$ cat config.mk
export PLATFORM = sky130hd
export DESIGN_NAME = trng_byte_collector
export DESIGN_NICKNAME = d
export VERILOG_FILES = /design/src/rtl/trng_pkg.sv /design/src/rtl/trng_rct.sv /design/src/rtl/trng_byte_collector.sv
export SDC_FILE = /design/constraint.sdc
export NUM_CORES = 1
export LEC_CHECK = 0
export BUFFER_PORTS_ARGS = -buffer_cell sky130_fd_sc_hd__buf_2
export CAP_MARGIN = 20
export CORE_MARGIN = 5
export CORE_UTILIZATION = 59
export CTS_CLUSTER_DIAMETER = 200
export DETAILED_ROUTE_END_ITERATION = 8
export PLACE_DENSITY = 0.85
export SYNTH_ARGS = -nofsm -noshare
export SYNTH_HDL_FRONTEND = slang
export SYNTH_HIERARCHICAL = 1
export SYNTH_SLANG_ARGS = --single-unit
$ cat constraint.sdc
create_clock -name clk -period 4.2 [get_ports clk]
set_input_delay 0.42 -clock clk [delete_from_list [all_inputs] [get_ports clk]]
set_output_delay 0.42 -clock clk [all_outputs]
set_load 0.01 [all_outputs]
$ cat src/rtl/trng_pkg.sv
// Shared types and constants for the TRNG byte collector and its health-test block.
package trng_pkg;

  typedef enum logic {
    COLLECT = 1'b0,
    FAILED  = 1'b1
  } trng_state_e;

  localparam int BYTE_W       = 8;
  localparam int DROP_CNT_MAX = 255;
  // Wide enough for any cutoff in 2..255.
  localparam int RUN_W        = 8;

endpackage

$ cat src/rtl/trng_rct.sv
// Repetition-count health test: tracks the run of identical raw bits and flags
// the bit that makes the run reach the cutoff.
module trng_rct
  import trng_pkg::*;
#(
  parameter int RCT_CUTOFF = 32
) (
  input  logic clk,
  input  logic rst,
  input  logic clr_fail,
  input  logic bit_in,
  input  logic bit_valid,
  output logic rct_trip
);

  logic [RUN_W-1:0] run_len_reg;
  logic [RUN_W-1:0] run_len_next;
  logic             last_bit_reg;

  // A zero run length marks the first bit after reset or clear.
  always_comb begin
    run_len_next = run_len_reg;
    if (bit_valid) begin
      if ((run_len_reg == '0) || (bit_in != last_bit_reg)) begin
        run_len_next = RUN_W'(1);
      end else if (run_len_reg != '1) begin
        run_len_next = run_len_reg + RUN_W'(1);
      end
    end
  end

  assign rct_trip = bit_valid && (run_len_next == RUN_W'(RCT_CUTOFF));

  always_ff @(posedge clk) begin
    if (rst || clr_fail) begin
      run_len_reg  <= '0;
      last_bit_reg <= 1'b0;
    end else if (bit_valid) begin
      run_len_reg  <= run_len_next;
      last_bit_reg <= bit_in;
    end
  end

endmodule

$ cat src/rtl/trng_byte_collector.sv
// Health-tested entropy bit to byte assembler with a FWFT byte FIFO.
// Optional von Neumann debiaser enabled by defining TRNG_VN_DEBIAS_EN.
module trng_byte_collector
  import trng_pkg::*;
#(
  parameter int FIFO_DEPTH = 4,
  parameter int RCT_CUTOFF = 32
) (
  input  logic                        clk,
  input  logic                        rst,
  input  logic                        bit_in,
  input  logic                        bit_valid,
  input  logic                        rd_ready,
  output logic [BYTE_W-1:0]           rd_data,
  output logic                        rd_valid,
  input  logic                        clr_fail,
  output logic                        fail,
  output logic [$clog2(FIFO_DEPTH):0] fifo_level,
  output logic [7:0]                  drop_cnt
);

  localparam int          AW       = $clog2(FIFO_DEPTH);
  localparam int          CW       = $clog2(BYTE_W);
  localparam logic [AW:0] FULL_LVL = (AW+1)'(FIFO_DEPTH);

  trng_state_e state_reg;
  trng_state_e state_next;

  logic collecting;
  logic clr_go;
  logic raw_valid;
  logic rct_trip;
  logic accept;
  logic asm_valid;
  logic asm_bit;

  assign collecting = (state_reg == COLLECT);
  assign clr_go     = (state_reg == FAILED) && clr_fail;
  assign raw_valid  = collecting && bit_valid;
  assign accept     = raw_valid && !rct_trip;

  trng_rct #(
    .RCT_CUTOFF (RCT_CUTOFF)
  ) u_rct (
    .clk       (clk),
    .rst       (rst),
    .clr_fail  (clr_go),
    .bit_in    (bit_in),
    .bit_valid (raw_valid),
    .rct_trip  (rct_trip)
  );

  always_ff @(posedge clk) begin
    if (rst) begin
      state_reg <= COLLECT;
    end else begin
      state_reg <= state_next;
    end
  end

  // A trip can only occur in COLLECT and a clear only acts in FAILED.
  always_comb begin
    state_next = state_reg;
    case (state_reg)
      COLLECT: if (rct_trip) state_next = FAILED;
      FAILED:  if (clr_fail) state_next = COLLECT;
      default: state_next = COLLECT;
    endcase
  end

  assign fail = (state_reg == FAILED);

`ifdef TRNG_VN_DEBIAS_EN
  logic pair_half_reg;
  logic pair_first_reg;

  always_ff @(posedge clk) begin
    if (rst || clr_go || rct_trip) begin
      pair_half_reg  <= 1'b0;
      pair_first_reg <= 1'b0;
    end else if (accept) begin
      pair_half_reg <= !pair_half_reg;
      if (!pair_half_reg) pair_first_reg <= bit_in;
    end
  end

  // Pair 10 emits 1, 01 emits 0: the emitted bit equals the first of the pair.
  assign asm_valid = accept && pair_half_reg && (pair_first_reg != bit_in);
  assign asm_bit   = pair_first_reg;
`else
  assign asm_valid = accept;
  assign asm_bit   = bit_in;
`endif

  logic [BYTE_W-2:0] shift_reg;
  logic [CW-1:0]     bit_cnt_reg;
  logic              byte_done;
  logic [BYTE_W-1:0] new_byte;

  assign byte_done = asm_valid && (bit_cnt_reg == CW'(BYTE_W-1));
  assign new_byte  = {shift_reg, asm_bit};

  always_ff @(posedge clk) begin
    if (rst || clr_go || rct_trip) begin
      shift_reg   <= '0;
      bit_cnt_reg <= '0;
    end else if (asm_valid) begin
      shift_reg   <= new_byte[BYTE_W-2:0];
      bit_cnt_reg <= bit_cnt_reg + CW'(1);
    end
  end

  logic [BYTE_W-1:0] mem [FIFO_DEPTH];
  logic [AW-1:0]     wr_ptr_reg;
  logic [AW-1:0]     rd_ptr_reg;
  logic [AW:0]       count_reg;
  logic [7:0]        drop_cnt_reg;
  logic              pop;
  logic              push_ok;
  logic              drop;

  assign rd_valid = collecting && (count_reg != '0);
  assign pop      = rd_valid && rd_ready;
  // When full, a same-cycle pop frees the slot the write pointer lands on.
  assign push_ok  = byte_done && ((count_reg != FULL_LVL) || pop);
  assign drop     = byte_done && !push_ok;

  always_ff @(posedge clk) begin
    if (push_ok) mem[wr_ptr_reg] <= new_byte;
  end

  always_ff @(posedge clk) begin
    if (rst || rct_trip) begin
      wr_ptr_reg <= '0;
      rd_ptr_reg <= '0;
      count_reg  <= '0;
    end else begin
      if (push_ok) wr_ptr_reg <= wr_ptr_reg + AW'(1);
      if (pop)     rd_ptr_reg <= rd_ptr_reg + AW'(1);
      count_reg <= count_reg + {{AW{1'b0}}, push_ok} - {{AW{1'b0}}, pop};
    end
  end

  always_ff @(posedge clk) begin
    if (rst) begin
      drop_cnt_reg <= '0;
    end else if (drop && (drop_cnt_reg != 8'(DROP_CNT_MAX))) begin
      drop_cnt_reg <= drop_cnt_reg + 8'd1;
    end
  end

  assign rd_data    = rd_valid ? mem[rd_ptr_reg] : '0;
  assign fifo_level = count_reg;
  assign drop_cnt   = drop_cnt_reg;

endmodule

# Word level (Yosys, flattened, before mapping)
# Memories as Yosys holds them, arrays and structs flattened. A register that Yosys moved wholly into a read port is not among the register bits.
# Index checks and enable logic that the tools add are counted.
# op_classes
n_addsub	7
n_reduce_logical	19
bitwise	1
shifts	0
eq_ne	6
div	0
mux	11
n_mul	0
magnitude_cmp	0
# ops
op	count
2-to-1 mux 8 bit	4
adder 8 x 1 -> 8 bit, second input constant	2
inequality test 8 bit, second input constant	2
logical AND 1 bit	10
equality test 8 x 6 -> 1 bit, second input constant	1
logical NOT 8 bit	1
logical OR 1 bit	5
adder 2 x 1 -> 2 bit, second input constant	2
2-to-1 mux 1 bit	4
2-to-1 mux 2 bit	2
adder 3 x 1 -> 3 bit	1
adder 3 x 1 -> 3 bit, second input constant	1
equality test 3 bit, second input constant	1
inequality test 3 bit, second input constant	1
nonzero test 3 bit	1
subtractor 3 x 1 -> 3 bit	1
logical NOT 1 bit	2
case mux 1 bit (2 select lines)	1
inequality test 1 bit	1
NOT 1 bit	1
# word_totals
latchBits	0
n_memories	1
romBits	0
out_inout_bits	21
register_bits	35
mem_bits_rw	32
# memory_table
name	words	word_bits	read_ports	rd_ports_with_merged_regs	write_ports	line	source
mem	4	8	1	1	1	trng_byte_collector.sv:113	logic [BYTE_W-1:0] mem [FIFO_DEPTH];

# Logic depth before layout (Yosys ltp)
# depth
depth_word	13
mapped_depth	16

# By module
# Netlist, hierarchy kept.
# by_module_without_submodules
mod	seq_area_each_um2	n_inst	cells_per_inst	area_per_inst_um2
trng_byte_collector	1521.5	1	191	2516.2
trng_rct	180.2	1	76	661.9

# Worst setup path before layout
# Ideal clock, no wire load.
# synth_timing
path_type	register to register
startpoint	reg u_rct.run_len_reg[0]
endpoint	reg count_reg[2] (netlist: fifo_level[2])
setup_time_ns	0.121
setup_slack_ns	0.892
t_arrival_ns	3.188
stages_incl_launch_ff	17
synth_period_minus_slack_ns	3.308
cell_sequence	dfxtp_1 > ha_1 > and3_2 > buf_2 > and3_1 > o2111ai_1 > nor4_1 > nand4bb_1 > a21oi_1 > inv_1 > ha_1 > inv_1 > ha_1 > fa_1 > xnor2_1 > xnor2_1 > nor2_1
# synth_between
elab_chain_cells	12
word_cells_on_any_way	16
classes_between	3 x add/sub; 2 x eq/ne; 3 x mux; 8 x reduce/logical
# synth_lines
element	line	source
start, declared	trng_rct.sv:16	logic [RUN_W-1:0] run_len_reg;
start signal, assigned	trng_rct.sv:39	run_len_reg <= run_len_next;
adder 8 x 1 -> 8 bit, or another cell as far along	trng_rct.sv:27	run_len_next = run_len_reg + RUN_W'(1);
2-to-1 mux 8 bit / logical OR 1 bit (equally long branches)	trng_rct.sv:26, trng_rct.sv:24	
2-to-1 mux 8 bit	trng_rct.sv:24	if ((run_len_reg == '0) || (bit_in != last_bit_reg)) begin
2-to-1 mux 8 bit (*)	trng_rct.sv:23	if (bit_valid) begin
equality test 8 x 6 -> 1 bit (*)	trng_rct.sv:32	assign rct_trip = bit_valid && (run_len_next == RUN_W'(RCT_CUTOFF));
logical AND 1 bit (*)	trng_rct.sv:32	
named net rct_trip	trng_byte_collector.sv:32	logic rct_trip;
logical NOT 1 bit	trng_byte_collector.sv:40	assign accept = raw_valid && !rct_trip;
logical AND 1 bit	trng_byte_collector.sv:40	
logical AND 1 bit	trng_byte_collector.sv:100	assign byte_done = asm_valid && (bit_cnt_reg == CW'(BYTE_W-1));
logical AND 1 bit	trng_byte_collector.sv:125	assign push_ok = byte_done && ((count_reg != FULL_LVL) || pop);
adder 3 x 1 -> 3 bit	trng_byte_collector.sv:140	count_reg <= count_reg + {{AW{1'b0}}, push_ok} - {{AW{1'b0}}, pop};
subtractor 3 x 1 -> 3 bit	trng_byte_collector.sv:140	
end signal, assigned	trng_byte_collector.sv:140	
end, declared	trng_byte_collector.sv:116	logic [AW:0] count_reg;
# The timed path passes the listed nets; every way through them passes the cells marked *.
# A chain may end at the register's enable or synchronous reset.

# Worst setup path after layout
# Ends and elaborated chain as after synthesis.

==> impl_metrics.ini <==
[status]
status = finished, final reports clean

[sta]
rsz0062_at_grt = false
fin_crit_sh = 0.901
worstMarginPinSlew_ps = 652
setup_violations = 0
slew_headroom = 0.564
fmax_mhz = 264
fin_crit_ps = 3780
final-max-slew-violation-count = 0
clock_skew_ps = 7.08
hold_viol_final = 0
tns_ps = 0

[drt]
num_vias = 2176
routed_via_density = 5.90
antenna_left = 0
first_iter_violations = 154
routedWlPerCell_microns = 16.8
drc = 0
wl_microns = 6190
drt_pass1_iterations = 4

[global_routing]
grt_first_pass_wirelength_microns = 10500
antenna_found_initial = 0
groute.usage.overall = 0.192
grt_max_degree = 18
grt_pass1_vias = 2101
grt_overflow = 0

[clock_network]
cts_root_buf = clkbuf_8
post_cts_buffers = 0
htreeDepth = 3
clk_latency_ps = 330
clk_pin_slew_ps = 70
cts_tree = yes
ctsLongestPathBuffers = 2
cts-resized-gates = 0
cts_made_buffers = 9
cts_hold_buffers = 0
cts.sinks = 69

[synthesis]
synthMuxAreaShare = 0.0976
synth_warnings = 6
synth_cell_types = 54
synthCells = 267
synth-seq-area-share = 0.535
synth_edf_count = 32
synthArstFlopShare = 0
synth_nets = 285
synth-seq-cells = 69
synth_area_sq_um = 3180
synth_top_family_by_area = simple AND/OR/NAND/NOR gates
syn-mean-instance-area_sq_um = 11.9
synth-compound-area-share = 0.0913
synthXorXnorAreaFrac = 0.0248
yosys.area_share.simple = 0.161
synth_fa_ha_area_frac = 0.0496
ys.flop_type = dfxtp_1

[flow_run]
cap_violations = 0

[placement]
post-dp-hpwl_microns = 4440
gp_congestion = 0.895
placed_cells = 353
port-buffer-count = 26

[finish]
final_cells = 369
diodes = 0
layout-drive-gt1-share = 0.197
nets = 312
fin_util = 0.680
largest_reg_flops = 32
syn_to_final_growth_pct = 10.7

[setup_path]
worstSetupPathType = reg -> reg
path_max_fanout = 7
reg2reg_setup_slack_ps = 420
endpoint_kind = flop
cp_data_arrival_time_ps = 4000
required_ps = 4420
critPathLaunchType = flop

[floorplan]
die_y_microns = 83.4
core_sq_um = 5170
fp.dieW_microns = 83.4
ios = 27
start_util = 0.614
row_count = 26
dieArea_sq_um = 6950

[power]
ir_worst_vdd_uv = 299
p_per_area_nw_per_um2 = 460
cellLeakagePower_uw = 0.00133

[worst_hold_path]
hold_path_class = in -> reg
-- worst max-delay path: stages, from the launching register on --
cell and delay, ps:
dfxtp_1 360, inv_1 120, ha_1 160, nor4b_1 370, a211oi_1 200, o2111ai_1 150, nor4_1 70, buf_4 150
nand4bb_1 200, a21oi_1 440, inv_1 90, ha_1 290, inv_1 40, ha_1 210, fa_1 400, xnor2_1 200
xnor2_1 150, nor2_1 60
-- worst paths after layout --
| path | from | end | cells past startpoint |
|---|---|---|---|
| setup / recovery | u_rct/run_len_reg[0]$_SDFFE_PP0P_ | fifo_level[2]$_SDFF_PP0_ | 17 |
| hold / removal | bit_in | mem[3][0]$_DFFE_PP_ | 1 |
| setup reg to reg | u_rct/run_len_reg[0]$_SDFFE_PP0P_ | fifo_level[2]$_SDFF_PP0_ | 17 |
| hold reg to reg | bit_cnt_reg[2]$_SDFFE_PP0P_ | bit_cnt_reg[2]$_SDFFE_PP0P_ | 2 |
-- report_power, final --
group | internal [uW] | total (uW) | leakage [uW] | switching, uW
Sequential | 730 | 782 | 0.000580 | 52.2
Combinational | 173 | 343 | 0.000651 | 170
Clock | 265 | 493 | 0.0000953 | 228
Total | 1170 | 1620 | 0.00133 | 450
-- layer usage --
metal  vias to the layer above  track usage  routed length (microns)
met4                         0       0.0877                      146
met5                         -            0                        0
met2                        59        0.312                     3080
met3                        18       0.0475                      334
li1                       1048            -                        -
met1                      1051        0.241                     2630
-- synthesized netlist by cell type, types with 4 or more instances --
cell / number / area, sq um
edfxtp_1: 32 / 961
nor3_1: 5 / 25.0
a21oi_1: 13 / 65.1
buf_2: 4 / 20.0
ha_1: 11 / 138
nor2_1: 27 / 101
and4_1: 4 / 35.0
and2_1: 15 / 93.8
xnor2_1: 7 / 61.3
inv_1: 12 / 45.0
mux4_2: 8 / 180
dfxtp_1: 37 / 741
clkbuf_1: 4 / 15.0
o21ai_0: 6 / 30.0
mux2i_1: 13 / 130
nand2_1: 5 / 18.8
nand4_1: 5 / 31.3
-- layout make-up --
type	instances	area [sq um]
timing repair buffer	29	153
inverter	12	45.0
fill	341	1650
multi-input combinational	173	1350
sequential	69	1700
clock buffer	9	124
clock inverter	7	56.3
tap	70	87.6
-- cell usage in the layout (no fill, tap or decap), drive strengths merged, types with 2 or more instances in the layout --
master	Yosys	layout
and4	5	5
nor3b	3	3
or4	2	2
and3	4	4
xnor2	7	7
xor2	2	2
nor3	5	5
ha	11	11
o31ai	3	3
clkbuf	4	9
inv	12	12
buf	9	29
nor4	2	2
clkinv	0	6
mux2i	13	13
a21oi	13	13
nor2b	3	3
or3	3	3
dfxtp	37	37
nand4	5	5
nand2b	2	2
o21ai	7	7
nor2	27	27
edfxtp	32	32
o21a	2	2
nand2	5	5
a211oi	3	3
o2111ai	3	3
nand3	2	2
and2	15	15
mux4	8	8
-- cell families after synthesis --
logic type,Yosys count
compound gates,42
simple gates,89
xor+xnor,9
buf+inv,25
flops,69
fa+ha+maj,12
mux,21
-- per-stage QoR --
step	total power [uW]	instance area [sq um]	setup WS [ps]	hold slack, ps
3_3_place_gp	1120	3340	622	480
5_1_grt	1700	3520	48.8	400
2_1_floorplan	1020	3180	892	459
4_1_cts	1630	3520	449	377
6_report	1620	3520	415	381
3_5_place_dp	1140	3340	463	498
Power figures use the tool's default switching activity.
